[config.mk]
export PLATFORM = sky130hd
export DESIGN_NAME = motor_step_sched_flat
export DESIGN_NICKNAME = d
export VERILOG_FILES = /design/src/rtl/motor_step_sched_if.sv /design/src/rtl/motor_step_sched.sv /design/src/flat_wrapper.sv
export SDC_FILE = /design/constraint.sdc
export NUM_CORES = 1
export LEC_CHECK = 0
export CAP_MARGIN = 15
export CORE_MARGIN = 8
export CORE_UTILIZATION = 50
export CTS_CLUSTER_SIZE = 10
export DETAILED_ROUTE_END_ITERATION = 16
export HOLD_SLACK_MARGIN = 0.06
export PLACE_DENSITY = 0.74
export SYNTH_ARGS = -nofsm -noshare
export SYNTH_HDL_FRONTEND = slang
export SYNTH_SLANG_ARGS = --single-unit
export TNS_END_PERCENT = 20
[constraint.sdc]
create_clock -name clk -period 3.2 [get_ports clk]
set_input_delay 0.64 -clock clk [delete_from_list [all_inputs] [get_ports clk]]
set_output_delay 0.64 -clock clk [all_outputs]
set_load 0.05 [all_outputs]
[src/rtl/motor_step_sched_if.sv]
// Requester-side handshake bundle for the shared stepper scheduler: two move requests in,
// grant and completion pulses back.
interface motor_step_sched_if #(
    parameter int unsigned CNT_W = 16
);
    logic             req0;
    logic [CNT_W-1:0] steps0;
    logic             dir0;
    logic             req1;
    logic [CNT_W-1:0] steps1;
    logic             dir1;
    logic             gnt0;
    logic             gnt1;
    logic             done0;
    logic             done1;

    modport master (
        output req0, steps0, dir0, req1, steps1, dir1,
        input  gnt0, gnt1, done0, done1
    );

    modport slave (
        input  req0, steps0, dir0, req1, steps1, dir1,
        output gnt0, gnt1, done0, done1
    );
endinterface

[src/rtl/motor_step_sched.sv]
// Shares one 4-coil full-step driver between two requesters: round-robin grant, step-rate
// prescaling, phase sequencing, post-move settle hold and a completion pulse to the owner.
module motor_step_sched #(
    parameter int unsigned STEP_DIV = 50000,
    parameter int unsigned SETTLE   = 1000,
    parameter int unsigned CNT_W    = 16
) (
    input  logic               clk,
    input  logic               rst,
    motor_step_sched_if.slave  bus,
    output logic               busy,
    output logic               ina,
    output logic               ina2,
    output logic               inb,
    output logic               inb2
);
    localparam int unsigned PreW  = (STEP_DIV > 1) ? $clog2(STEP_DIV) : 1;
    localparam int unsigned HoldW = $clog2(SETTLE + 1);
    localparam logic [PreW-1:0]  PreLast  = PreW'(STEP_DIV - 1);
    localparam logic [HoldW-1:0] HoldLast = HoldW'(SETTLE - 1);

    typedef enum logic [1:0] {StIdle, StMove, StHold, StFin} state_e;

    state_e           state_q, state_d;
    logic [1:0]       phase_q, phase_d;
    logic             last_q, last_d;
    logic             owner_q, owner_d;
    logic             dir_q, dir_d;
    logic [CNT_W-1:0] remain_q, remain_d;
    logic [PreW-1:0]  pre_q, pre_d;
    logic [HoldW-1:0] hold_q, hold_d;
    logic             gnt0_q, gnt0_d, gnt1_q, gnt1_d;
    logic             done0_q, done0_d, done1_q, done1_d;
    logic             busy_q, busy_d;
    logic [3:0]       coils_q, coils_d;
    logic             pick1;
    logic             done_any;
    logic             energise;

    // Coil pattern {ina, inb, ina2, inb2} for each full-step phase.
    function automatic logic [3:0] phase_coils(logic [1:0] p);
        unique case (p)
            2'd0:    return 4'b1100;
            2'd1:    return 4'b0110;
            2'd2:    return 4'b0011;
            default: return 4'b1001;
        endcase
    endfunction

    always_comb begin
        state_d  = state_q;
        phase_d  = phase_q;
        last_d   = last_q;
        owner_d  = owner_q;
        dir_d    = dir_q;
        remain_d = remain_q;
        pre_d    = pre_q;
        hold_d   = hold_q;
        gnt0_d   = 1'b0;
        gnt1_d   = 1'b0;
        pick1    = 1'b0;

        unique case (state_q)
            StIdle: begin
                if (bus.req0 || bus.req1) begin
                    // last_q == 1 means requester 1 was served last, so 0 wins a tie.
                    pick1    = bus.req1 && (!bus.req0 || !last_q);
                    owner_d  = pick1;
                    last_d   = pick1;
                    gnt0_d   = !pick1;
                    gnt1_d   = pick1;
                    remain_d = pick1 ? bus.steps1 : bus.steps0;
                    dir_d    = pick1 ? bus.dir1 : bus.dir0;
                    pre_d    = '0;
                    hold_d   = '0;
                    state_d  = (remain_d == '0) ? StFin : StMove;
                end
            end
            StMove: begin
                if (pre_q == PreLast) begin
                    pre_d    = '0;
                    phase_d  = dir_q ? phase_q + 2'd1 : phase_q - 2'd1;
                    remain_d = remain_q - CNT_W'(1);
                    if (remain_q == CNT_W'(1)) begin
                        state_d = StHold;
                    end
                end else begin
                    pre_d = pre_q + PreW'(1);
                end
            end
            StHold: begin
                if (hold_q == HoldLast) begin
                    hold_d  = '0;
                    state_d = StFin;
                end else begin
                    hold_d = hold_q + HoldW'(1);
                end
            end
            StFin: begin
                // A zero-step move enters FIN straight from the grant; linger one cycle so
                // the grant and completion pulses never coincide.
                state_d = (gnt0_q || gnt1_q) ? StFin : StIdle;
            end
            default: state_d = StIdle;
        endcase

        done_any = (state_d == StFin) && (state_q != StIdle);
        energise = (state_d == StMove) || (state_d == StHold) ||
                   ((state_d == StFin) && (state_q == StHold));
        done0_d  = done_any && !owner_d;
        done1_d  = done_any && owner_d;
        busy_d   = (state_d != StIdle);
        coils_d  = energise ? phase_coils(phase_d) : 4'b0000;
    end

    always_ff @(posedge clk) begin
        if (rst) begin
            state_q  <= StIdle;
            phase_q  <= 2'd0;
            last_q   <= 1'b1;
            owner_q  <= 1'b0;
            dir_q    <= 1'b0;
            remain_q <= '0;
            pre_q    <= '0;
            hold_q   <= '0;
            gnt0_q   <= 1'b0;
            gnt1_q   <= 1'b0;
            done0_q  <= 1'b0;
            done1_q  <= 1'b0;
            busy_q   <= 1'b0;
            coils_q  <= 4'b0000;
        end else begin
            state_q  <= state_d;
            phase_q  <= phase_d;
            last_q   <= last_d;
            owner_q  <= owner_d;
            dir_q    <= dir_d;
            remain_q <= remain_d;
            pre_q    <= pre_d;
            hold_q   <= hold_d;
            gnt0_q   <= gnt0_d;
            gnt1_q   <= gnt1_d;
            done0_q  <= done0_d;
            done1_q  <= done1_d;
            busy_q   <= busy_d;
            coils_q  <= coils_d;
        end
    end

    assign bus.gnt0  = gnt0_q;
    assign bus.gnt1  = gnt1_q;
    assign bus.done0 = done0_q;
    assign bus.done1 = done1_q;
    assign busy      = busy_q;
    assign {ina, inb, ina2, inb2} = coils_q;
endmodule

[src/flat_wrapper.sv]
// flat-port wrapper written by rule: the top's interface ports become plain ports
module motor_step_sched_flat 
#(
    parameter int unsigned STEP_DIV = 50000,
    parameter int unsigned SETTLE   = 1000,
    parameter int unsigned CNT_W    = 16
)
  (clk, rst, busy, ina, ina2, inb, inb2, bus_req0, bus_steps0, bus_dir0, bus_req1, bus_steps1, bus_dir1, bus_gnt0, bus_gnt1, bus_done0, bus_done1);
  motor_step_sched_if #(.CNT_W(CNT_W)) bus_i ();
  input  logic clk;
  input  logic rst;
  output logic busy;
  output logic ina;
  output logic ina2;
  output logic inb;
  output logic inb2;
  input wire logic [$bits(bus_i.req0)-1:0] bus_req0;
  input wire logic [$bits(bus_i.steps0)-1:0] bus_steps0;
  input wire logic [$bits(bus_i.dir0)-1:0] bus_dir0;
  input wire logic [$bits(bus_i.req1)-1:0] bus_req1;
  input wire logic [$bits(bus_i.steps1)-1:0] bus_steps1;
  input wire logic [$bits(bus_i.dir1)-1:0] bus_dir1;
  output wire logic [$bits(bus_i.gnt0)-1:0] bus_gnt0;
  output wire logic [$bits(bus_i.gnt1)-1:0] bus_gnt1;
  output wire logic [$bits(bus_i.done0)-1:0] bus_done0;
  output wire logic [$bits(bus_i.done1)-1:0] bus_done1;
  assign bus_i.req0 = bus_req0;
  assign bus_i.steps0 = bus_steps0;
  assign bus_i.dir0 = bus_dir0;
  assign bus_i.req1 = bus_req1;
  assign bus_i.steps1 = bus_steps1;
  assign bus_i.dir1 = bus_dir1;
  assign bus_gnt0 = bus_i.gnt0;
  assign bus_gnt1 = bus_i.gnt1;
  assign bus_done0 = bus_i.done0;
  assign bus_done1 = bus_i.done1;
  motor_step_sched #(.STEP_DIV(STEP_DIV), .SETTLE(SETTLE), .CNT_W(CNT_W)) u_core (.clk(clk), .rst(rst), .bus(bus_i), .busy(busy), .ina(ina), .ina2(ina2), .inb(inb), .inb2(inb2));
endmodule
; ---- After elaboration in Yosys (flattened, before gate mapping)
; Index checks and enable logic that the tools add are counted.
[word_totals]
register_bits = 58
input_bits = 38
output_inout_bits = 9
elab_cells = 86
[op_classes]
addsub = 5
eq_ne = 13
n_mux = 24
bitwise_logic = 3
n_reduce_logical = 27
[ops]
columns = operator, n
row1 = 16-bit 2-to-1 mux, 5
row2 = 16-bit one-hot mux with 2 select lines, 2
row3 = 10-bit 2-to-1 mux, 2
row4 = 10-bit one-hot mux with 2 select lines, 1
row5 = 2-bit 2-to-1 mux, 9
row6 = 16-bit by 1-bit adder with 16-bit output (second input constant), 1
row7 = 16-bit by 1-bit equality test with 1-bit output (second input constant), 1
row8 = 16-bit equality test (second input constant), 1
row9 = 16-bit logical NOT, 1
row10 = 16-bit by 1-bit subtractor with 16-bit output (second input constant), 1
row11 = 4-bit one-hot mux with 3 select lines, 1
row12 = 10-bit by 1-bit adder with 10-bit output (second input constant), 1
row13 = 10-bit equality test (second input constant), 1
row14 = 2-bit equality test (second input constant), 5
row15 = 2-bit one-hot mux with 4 select lines, 1
row16 = 2-bit nonzero test, 4
row17 = 2-bit by 1-bit equality test with 1-bit output (second input constant), 3
row18 = 2-bit AND reduction, 3
row19 = 1-bit logical AND, 5
row20 = 1-bit logical OR, 5
row21 = 1-bit logical NOT, 4
row22 = 2-bit logical NOT, 2
row23 = 2-bit by 1-bit != test with 1-bit output (second input constant), 2
row24 = 1-bit 2-to-1 mux, 3
row25 = 6 further kinds, 8

; ---- Longest topological paths before layout
[logic_depth]
ltp_word = 13
depth_mapped = 12
mapped_depth_nobuf = 10

; ---- Worst setup path after synthesis
; No wires, ideal clock.
[synth_timing]
path_type = register to register
startpoint = register u_core.pre_q[0]
endpoint = register u_core.coils_q[3]
arrival_time_ns = 2.263
required_ns = 3.085
path_slack_ns = 0.822
stages_incl_launch_ff = 12
path_buffers = 1
path_cell_list = dfxtp_1 ha_1 and4b_1 and4_1 clkbuf_1 nand2_1 or2_2 and2_1 ha_1 a21oi_1 nor2_1 and2_1
[synth_via]
elab_chain_len = 8
word_cells_on_any_way = 17
classes_between = eq/ne (6) / mux (5) / bitwise (1) / reduce/logical (5)
[synth_lines]
columns = item, line_no
row1 = "start, declared", motor_step_sched.sv:30  ; logic [PreW-1:0] pre_q, pre_d;
row2 = "start signal, assigned", motor_step_sched.sv:139  ; pre_q <= pre_d;
row3 = 16-bit equality test (*), motor_step_sched.sv:80  ; if (pre_q == PreLast) begin
row4 = 2-bit 2-to-1 mux, motor_step_sched.sv:80
row5 = 2-bit one-hot mux with 4 select lines, motor_step_sched.sv:63  ; unique case (state_q)
row6 = 2-bit by 1-bit equality test with 1-bit output (tied with other cells), motor_step_sched.sv:108  ; energise = (state_d == StMove) || (state_d == StHold) ||
row7 = 1-bit logical OR / 1-bit logical AND (equally long branches), "motor_step_sched.sv:108, motor_step_sched.sv:109"
row8 = 1-bit logical OR, motor_step_sched.sv:108
row9 = 1-bit NOT (no line), --
row10 = 2-bit OR reduction (no line), --
row11 = "end signal, assigned", motor_step_sched.sv:146  ; coils_q <= coils_d;
row12 = "end, declared", motor_step_sched.sv:35  ; logic [3:0] coils_q, coils_d;
; Every way passes the cells marked *; elsewhere a longest branch is shown, timed or not.
; A chain may end at the register's enable or synchronous reset.

; ---- Worst setup path after layout
[layout_timing]
startpoint = input bus_req1
endpoint = register u_core.coils_q[3]
[layout_via]
elab_chain_len = 11
word_cells_on_any_way = 15
classes_between = eq/ne (3) / mux (4) / bitwise (1) / reduce/logical (7)
[layout_lines]
columns = item, line_no
row1 = "start, declared", flat_wrapper.sv:20  ; input wire logic [$bits(bus_i.req1)-1:0] bus_req1;
row2 = 1-bit logical AND, motor_step_sched.sv:67  ; pick1 = bus.req1 && (!bus.req0 || !last_q);
row3 = 16-bit 2-to-1 mux, motor_step_sched.sv:72  ; remain_d = pick1 ? bus.steps1 : bus.steps0;
row4 = 16-bit logical NOT, motor_step_sched.sv:76  ; state_d = (remain_d == '0) ? StFin : StMove;
row5 = 2-bit 2-to-1 mux, motor_step_sched.sv:76
row6 = 2-bit 2-to-1 mux (*), motor_step_sched.sv:65  ; if (bus.req0 || bus.req1) begin
row7 = 2-bit one-hot mux with 4 select lines (*), motor_step_sched.sv:63
row8 = 2-bit by 1-bit equality test with 1-bit output (tied with other cells), motor_step_sched.sv:108
row9 = 1-bit logical OR / 1-bit logical AND (equally long branches), "motor_step_sched.sv:108, motor_step_sched.sv:109"
row10 = 1-bit logical OR (*), motor_step_sched.sv:108
row11 = 1-bit NOT (no line) (*), --
row12 = 2-bit OR reduction (no line) (*), --
; Marked as above.

==> summary.md <==
| Metric | Value |
|---|---|
| Switching part of the total | 0.309 |
| Routed WL | 8970 µm |
| Yosys top cell area share | 0.350 |
| EDFF count, synth | 0 |
| GR Util All Layers | 0.188 |
| Vias per cell | 6.10 |
| GR Overflow Total | 0 |
| Critical path fanouts, max | 5 |
| Slowest stage cell, crit path | clkdlybuf4s50_1 |
| Switch Pwr | 560 µW |
| Avg Cell Area, Syn | between 7 and 8 µm² |
| Initial antenna violation count | 0 |
| Setup ws final | around 0.41 ns |
| R2R depth | 9 |
| CTS Buf Count | 9 |
| Synth area leaders | dfxtp_1 (35%), nand2_1 (7.6%), a21oi_1 (6.2%) |
| Fillers | between 500 and 600 |
| Site Rows | 29 |
| Post-CTS Setup Bufs | 0 |
| Yosys top cell by area | dfxtp_1 |
| Critical Path RT | 3.42 ns |
| Post_cts resized | 0 |
| DRC | 0 |
| Slew Limit Fails | 0 |
| Final Hold Viols | 0 |
| Max incr delay on CP | 0.52 ns |
| Clock slew at reported path FFs | approximately 0.07 ns |
| HP Start | u_core.owner_q |
| Share of layout cells above drive strength 1 | 0.0679 |
| Area delta synth->final | 21.4% |
| Post-layout min period | roughly 2.8 ns |
| DRT iter0 DRCs | about 210 |
| Pin count of the biggest net entering global routing | between 50 and 60 |
| Die area | roughly 9500 µm² |
| I/O Buffers | 46 |
| Worst slack at placement | 0.0659 ns |
| Startpoint Class | input port |
| Max Fclk | about 360 MHz |
| Hold WC Path Type | flip-flop to flip-flop |
| Horiz. Die Dim | 97.5 µm |
| Seq pwr share | 0.438 |
| Setup Total Neg Slack | 0 ns |
| Worst path most repeated cell | and2_1 |
| Cell Pwr Density | approximately 450 nW/µm² |
| N_diodes | 0 |
| Syn Inst Count | 440 |
| Number of synthesized register bits | a little under 60 |
| # IOs | 47 |
| R2R Path Start | u_core.pre_q[11] |
| Yosys warns | 0 |
| Worst Hold End | u_core.bus.done0 |
| Synth async-reset ratio | 0 |
| First drt pass iteration count | 5 |
| Crit path cell chain | clkdlybuf4s50_1 -> nor3b_1 -> nand4_1 -> nor4_1 -> a211oi_1 -> and2_1 -> ha_1 -> a21oi_1 -> nor2_1 -> and2_1 |
| CTS Hold Bufs | 0 |
| CTS Root Cell | clkbuf_8 |
| Hpwl dp | about 6300 µm |
| CP delay by family, top | simple AND/OR/NAND/NOR gates |
| Final RePlAce weighted congestion | 0.891 |
| Starting density of the core | 0.520 |
| Vias in the first global route | around 3300 |
| Reg2reg setup slack | 0.57 ns |
| Core area | between 6000 and 7000 µm² |
| Clock latency on the worst-skew pair | 0.33 ns |
| Max-Cap Viols | 0 |
| RSZ-0062 raised after global routing | no |
| Post-synthesis instance area | 3320 µm² |
| Synth Flop Type | dfxtp_1 |
| Combinational power share | 0.232 |
| Leak Pwr | 1.47 nW |
| Maximum buffer depth of the clock tree | 2 |
| Pint | 1.25 mW |
| WP data arrival | ~3.0 ns |
| Worst VDD drop | 250 µV |
| Via Count | between 3000 and 4000 |
| Clk sink count | 58 |
| CTS tree | yes |
| Worst slew pin tran | approximately 0.55 ns |
| Die Y | a little under 100 µm |
| Fin crit share | 0.872 |
| H-tree Lvls | 3 |
| Final setup violation count | 0 |
| Drt wl/cell | ~16 µm |
| Netlist cell types | slightly above 50 |
| Hold path cells | 1 |
| Clk network pwr share | 0.330 |
| Clk_skew | between 0.007 and 0.008 ns |
| Worst setup EP type | flip-flop |
| R2r endpoint | u_core.coils_q[3] |
| Antenna Nets Post-Route | 0 |
| Syn_nets | ~490 |
| Buf/Inv on CP | 1 |
| First-pass GRT wire length | between 15000 and 20000 µm |
| Nets | 530 |
| Sequential area share after synthesis | 0.350 |
| Critical path class | input port to flip-flop |
| Outcome | finished clean |
| Max_slew headroom | 0.632 |
-- flip-flops by register name (all words and copies together) (netlist names) --
register,flops
u_core.busy,1
u_core.pre_q,16
u_core.bus.gnt1,1
u_core.phase_q,2
u_core.dir_q,1
u_core.bus.done1,1
u_core.remain_q,16
u_core.last_q,1
u_core.bus.gnt0,1
u_core.coils_q,4
u_core.owner_q,1
u_core.hold_q,10
u_core.state_q,2
u_core.bus.done0,1
-- cells by family (layout without fill, tap and decap cells) --
| group | Yosys count | in the layout | synth area share |
|---|---|---|---|
| AOI/OAI and AO/OA | 132 | 132 | 0.249 |
| xor gates and xnor gates | 4 | 4 | 0.0106 |
| adders and majority gates | 10 | 10 | 0.0377 |
| buffers and inverters | 37 | 83 | 0.0448 |
| DFF | 58 | 58 | 0.350 |
| muxes | 4 | 4 | 0.0121 |
| and+or+nand+nor | 195 | 195 | 0.297 |
-- power by group through the flow --
| stage | logic, mW | clock network, mW | registers, mW |
|---|---|---|---|
| final | 0.421 | 0.597 | 0.792 |
| after global routing | 0.464 | 0.643 | 0.797 |
| after CTS | 0.419 | 0.612 | 0.791 |
| after detailed placement | 0.416 | 0 | 0.807 |
| after global placement | 0.412 | 0 | 0.805 |
| after floorplan | 0.256 | 0 | 0.814 |
-- through the flow --
stage	hold slack (ns)	util	cells	total power, mW	instance area, µm²
2_1_floorplan	0.408	-	440	1.07	3320
3_3_place_gp	0.433	0.605	548	1.22	3860
4_1_cts	0.454	0.631	563	1.82	4030
6_report	0.461	0.631	563	1.81	4030
5_1_grt	0.496	0.631	563	1.90	4030
3_5_place_dp	0.444	0.605	548	1.22	3860
-- placed cells by master (no fill, tap or decap), types with 3 or more instances in the layout --
cell type        instances
nor4bb_1                 3
o211ai_1                 3
nor3_1                  14
inv_1                   11
nand3b_1                 4
a22oi_1                  3
mux2i_1                  4
a31oi_1                 11
o21ai_0                 34
and4_1                   3
clkdlybuf4s50_1         45
o21a_1                   6
dfxtp_1                 58
a41oi_1                  4
nor4_1                  14
clkbuf_8                11
a311oi_1                14
ha_1                    10
clkinv_2                 3
or3_1                    3
nand2b_1                 6
nand4_1                  4
nor2_1                  27
buf_4                   10
a21oi_1                 41
nand2_1                 67
and2_1                   3
nand3_1                 24
and3_1                   8
-- worst max-delay path by stage --
stage / from / slack [ns] / to / cells after the start
3_5_place_dp: bus_req1 / 0.07 / u_core.coils_q[3] / 10
5_1_grt: bus_req1 / 0.25 / u_core.coils_q[3] / 10
2_1_floorplan: u_core.pre_q[0] / 0.82 / u_core.coils_q[3] / 11
6_report: bus_req1 / 0.41 / u_core.coils_q[3] / 10
4_1_cts: bus_req1 / 0.42 / u_core.coils_q[3] / 10
3_3_place_gp: bus_req1 / 0.17 / u_core.coils_q[3] / 10
-- routing by layer --
metal	global-route usage	vias up	part of all wire
li1	-	1712	-
met1	0.233	1595	0.46
met3	0.0626	6	0.079
met4	0.0443	0	0.0074
met5	0	-	0
met2	0.303	124	0.46
-- cell usage after synthesis, types with 4 or more instances --
cell type	count
nand2b_1	6
dfxtp_1	58
and3_1	8
nand2_1	67
mux2i_1	4
clkbuf_1	17
a31oi_1	11
a41oi_1	4
ha_1	10
nand3_1	24
a311oi_1	14
o21ai_0	34
nand4_1	4
inv_1	11
nand3b_1	4
nor4_1	14
nor2_1	27
o21a_1	6
nor3_1	14
a21oi_1	41
buf_2	5
-- area by class of cell --
type	instances	area (µm²)	share of cell area
multi-input cells	345	2010	0.499
clock inverters	3	15.0	0.00372
well taps	77	96.3	0.0239
clock buffers	12	155	0.0385
flip-flops and latches	58	1160	0.288
repair buffers	57	551	0.137
inverters	11	41.3	0.0102
Power figures use the tool's default switching activity.
==> edit 1, RTL diff (same settings) <==
Re-encode `state_e` (4 states) as Gray code, 2 bits wide.
--- a/src/rtl/motor_step_sched.sv
+++ b/src/rtl/motor_step_sched.sv
@@ -19,7 +19,7 @@
     localparam logic [PreW-1:0]  PreLast  = PreW'(STEP_DIV - 1);
     localparam logic [HoldW-1:0] HoldLast = HoldW'(SETTLE - 1);
 
-    typedef enum logic [1:0] {StIdle, StMove, StHold, StFin} state_e;
+    typedef enum logic [1:0] {StIdle = 2'b00, StMove = 2'b01, StHold = 2'b11, StFin = 2'b10} state_e;
 
     state_e           state_q, state_d;
     logic [1:0]       phase_q, phase_d;
Formal check against the unedited RTL: same outputs for any inputs over 10 cycles, from zero or initial values and one cycle with rst high; not proved beyond that.
==> edit 1 against the unedited design <==
Design area fell by 1.5%. Die area fell by 0.82%. Worst setup slack improved by 0.35 ns. Largest power group unchanged. Wire length fell by 5.9%. Synthesized area fell by 0.98%. Power rose by 0.13%. Sequential power barely moved. Clock power rose by 7.9%. Sequential cell count did not move. Register-to-register slack improved by 0.19 ns.
==> edit 1: results (changes against the unedited design) <==
Yosys
  • Area share of fa/ha/maj cells after synthesis: 0.0304 (-0.00724)
  • Synth Area in XOR/XNOR: 0.0373 (+0.0267)
  • Post-synthesis mux area share: 0.0552 (+0.0431)
  • Net Count, Synth: 451 (-7.6%)
  • Post-synth top cells: 58 x dfxtp_1, 40 x nor2_1, 36 x a21oi_1, 36 x nand2_1, 28 x nor3_1
  • Largest cells by area after synthesis: dfxtp_1 35%, a21oi_1 5.5%, mux2i_1 5.2%, nor2_1 4.6%, nor3_1 4.3%
  • Sequential area share after synthesis: 0.353 (+0.00346)
  • Compound-Gate Fraction of Synth Area: 0.188 (-0.0603)
  • Number of distinct library cells after synthesis: 53 (+3.9%)
  • Post-synthesis cell count: 405 (-8.0%)

Outcome
  • Status: complete, no violations

Routing
  • Drt pass-1 iters: 6 (+1)
  • Initial DRC Count: 170 (-20%)
  • Metal2 WL: 3730 um (-8.7%)
  • Metal1 wirelength: 4100 um (-0.32%)
  • Vias: 3,199 (-6.9%)

Pwr
  • Maximum vdd ir drop: 0.381 mV (+52%)
  • Leak: 1.39 nW (-5.9%)

Timing
  • Final hold slack: 0.490 ns (+0.0293 ns)
  • Actual slew at the worst max-slew pin: 0.750 ns (+0.199 ns)

Setup path
  • Max incr delay on CP: 0.40 ns (-0.12 ns)
  • R2R Path End: u_core.coils_q[1]
  • Crit path kind: reg2reg
  • WP data arrival: 2.70 ns (-0.32 ns)
  • Crit path from: u_core.pre_q[0]
  • Crit-path slowest cell: dfxtp_1
  • Reg2reg setup slack: 0.76 ns (+0.19 ns)
  • Crit-path max FO: 9 (+4)

Final layout
  • Fillcell total: 544 (-3.5%)
  • Layout Nets: 491 (-7.4%)
  • Finished Layout Cells: 527 (-6.4%)

Placed design
  • Pre-CTS WS: 0.601 ns (+0.535 ns)
  • GPL Wtd Cong: 0.821 (-7.9%)
  • Post-DP Area: 3780 um2 (-2.1%)
  • Hpwl dp: 5970 um (-5.8%)

Global route
  • First-pass GRT wire length: 14,300 um (-7.0%)
  • GRT Overall Usage: 0.179 (-0.00901)
  • M2 GR Usage: 0.266 (-0.0375)
  • Number of global-route vias before repair: 2,942 (-11%)
  • Largest net degree at the start of global routing: 38 (-34%)
  • GR Util met1: 0.234 (+0.00122)

Worst hold path
  • Hold Path End: u_core.hold_q[8]
  • Critical hold path startpoint: u_core.hold_q[8]
-- edit 1: changes by cell type after synthesis, moves of 7 or more --
cell,change
clkbuf_1,-7
mux2i_1,+13
nand2_1,-31
nand3_1,-13
nand4_1,+7
nor2_1,+13
nor3_1,+14
o21ai_0,-14
xor2_1,+7
-- edit 1: power breakdown --
part / leakage (nW) / internal [mW] / switching [mW]
combinational: 0.821 / 0.157 / 0.218
clock: 0.0944 / 0.341 / 0.303
sequential: 0.473 / 0.756 / 0.0372
-- edit 1: final cells by class --
cell class / count / area, um2 / share of cell area
timing repair buffer: 52 / 505 / 0.127
clock buffer: 12 / 165 / 0.0416
multi-input combinational: 317 / 1990 / 0.502
inverter: 7 / 26.3 / 0.00661
clock inverter: 4 / 25.0 / 0.00630
sequential: 58 / 1160 / 0.292
tap: 77 / 96.3 / 0.0243
==> edit 2, RTL diff (same flow settings) <==
Made on the original files. `CNT_W` is set to 16 in 3 places; all go to 32.
--- a/src/rtl/motor_step_sched_if.sv
+++ b/src/rtl/motor_step_sched_if.sv
@@ -1,7 +1,7 @@
 // Requester-side handshake bundle for the shared stepper scheduler: two move requests in,
 // grant and completion pulses back.
 interface motor_step_sched_if #(
-    parameter int unsigned CNT_W = 16
+    parameter int unsigned CNT_W = 32
 );
     logic             req0;
     logic [CNT_W-1:0] steps0;
--- a/src/rtl/motor_step_sched.sv
+++ b/src/rtl/motor_step_sched.sv
@@ -3,7 +3,7 @@
 module motor_step_sched #(
     parameter int unsigned STEP_DIV = 50000,
     parameter int unsigned SETTLE   = 1000,
-    parameter int unsigned CNT_W    = 16
+    parameter int unsigned CNT_W    = 32
 ) (
     input  logic               clk,
     input  logic               rst,
--- a/src/flat_wrapper.sv
+++ b/src/flat_wrapper.sv
@@ -3,7 +3,7 @@
 #(
     parameter int unsigned STEP_DIV = 50000,
     parameter int unsigned SETTLE   = 1000,
-    parameter int unsigned CNT_W    = 16
+    parameter int unsigned CNT_W    = 32
 )
   (clk, rst, busy, ina, ina2, inb, inb2, bus_req0, bus_steps0, bus_dir0, bus_req1, bus_steps1, bus_dir1, bus_gnt0, bus_gnt1, bus_done0, bus_done1);
   motor_step_sched_if #(.CNT_W(CNT_W)) bus_i ();
Ports: changed (resized bus_steps0 and bus_steps1); port bits go from 47 to 79. No check against the original RTL was run, so the function may have changed too.
==> edit 2 against the unedited design <==
Synthesized area rose by 36%. Power rose by 44%. First-iteration DRC count rose by 110%. Critical path depth up 1. Clock skew about the same. Worst setup slack worse by 0.20 ns. Critical path type unchanged. Synthesized cell count is 45% higher. Sequential cell count up 16. Design area up 41%. Wire length is 54% higher.
==> edit 2: results (changes against the unedited design) <==
Global route
  • Largest net degree at the start of global routing: 55 (-5.2%)
  • Met3 Resource Use GR: 0.0330 (-0.0296)
  • M2 GR Usage: 0.369 (+0.0661)
  • GRT Overall Usage: 0.216 (+0.0281)
  • First-pass GRT wire length: 22,600 um (+48%)
  • GR Util met1: 0.264 (+0.0313)
  • Number of global-route vias before repair: 4,696 (+42%)

Routing
  • Initial DRC Count: 446 (+110%)
  • Metal2 WL: 6740 um (+65%)
  • Routed wl met3: 873 um (+23%)
  • Detailed Route WL: 13,800 um (+54%)

Timing
  • Setup ws final: 0.209 ns (-0.199 ns)
  • Slew headroom: 0.399 (-0.233)
  • Final hold slack: 0.472 ns (+0.0116 ns)

Yosys
  • Area share of fa/ha/maj cells after synthesis: 0.0277 (-0.00995)
  • Post-synthesis mux area share: 0.0111 (-0.000965)
  • Compound-Gate Fraction of Synth Area: 0.233 (-0.0152)
  • Sequential area share after synthesis: 0.328 (-0.0213)
  • Net Count, Synth: 716 (+47%)
  • Post-synth top cells: 98 x nand2_1, 81 x a21oi_1, 74 x dfxtp_1, 61 x nor2_1, 47 x o21ai_0

Placed design
  • GPL Wtd Cong: 0.895 (+0.44%)
  • Post-DP Area: 5410 um2 (+40%)
  • # port buffers: 78 (+70%)
  • Hpwl dp: 10,200 um (+61%)

Pwr
  • Comb pwr: 636 uW (+51%)
  • Leak: 2.11 nW (+43%)
  • Net Sw Frac: 0.300 (-0.00886)
  • Maximum vdd ir drop: 0.283 mV (+13%)
  • Sequential power: 1.02 mW (+29%)

Final layout
  • Fillcell total: 765 (+36%)
  • Clock tree cell share of total cell area: 0.0446 (+0.00240)
  • Layout Nets: 783 (+48%)
  • Share of cells above drive strength 1: 0.0652 (-0.00275)
  • Multi-input logic portion of the cell area: 0.500 (+0.000667)
  • NonClk Buf Share: 0.164 (+0.0278)
  • Multi-In Gates: 512 (+48%)

Setup path
  • WP data arrival: 3.24 ns (+0.22 ns)

Outcome
  • Status: complete, no violations
[edit 2: cell types whose count changed after synthesis, sizes merged, moves of 4 or more]
| cell | change |
|---|---|
| a21oi | +40 |
| a311oi | -7 |
| and3 | +4 |
| clkbuf | +15 |
| dfxtp | +16 |
| nand2 | +31 |
| nand4 | +7 |
| nor2 | +34 |
| nor2b | +4 |
| nor3 | +15 |
| nor4 | +9 |
| o21a | -4 |
| o21ai | +19 |
[edit 2: stage by stage]
step            util  power, mW  instances
2_1_floorplan      -       1.41        636
3_3_place_gp   0.621       1.65        800
3_5_place_dp   0.621       1.66        800
4_1_cts        0.650       2.60        814
5_1_grt        0.650       2.72        814
6_report       0.650       2.60        814
[edit 2: final timing paths]
path,end,depth (start not counted)
hold reg to reg,u_core.bus.done0,1
setup reg to reg,u_core.coils_q[3],10
hold / removal,u_core.bus.done0,1
setup / recovery,u_core.coils_q[3],11
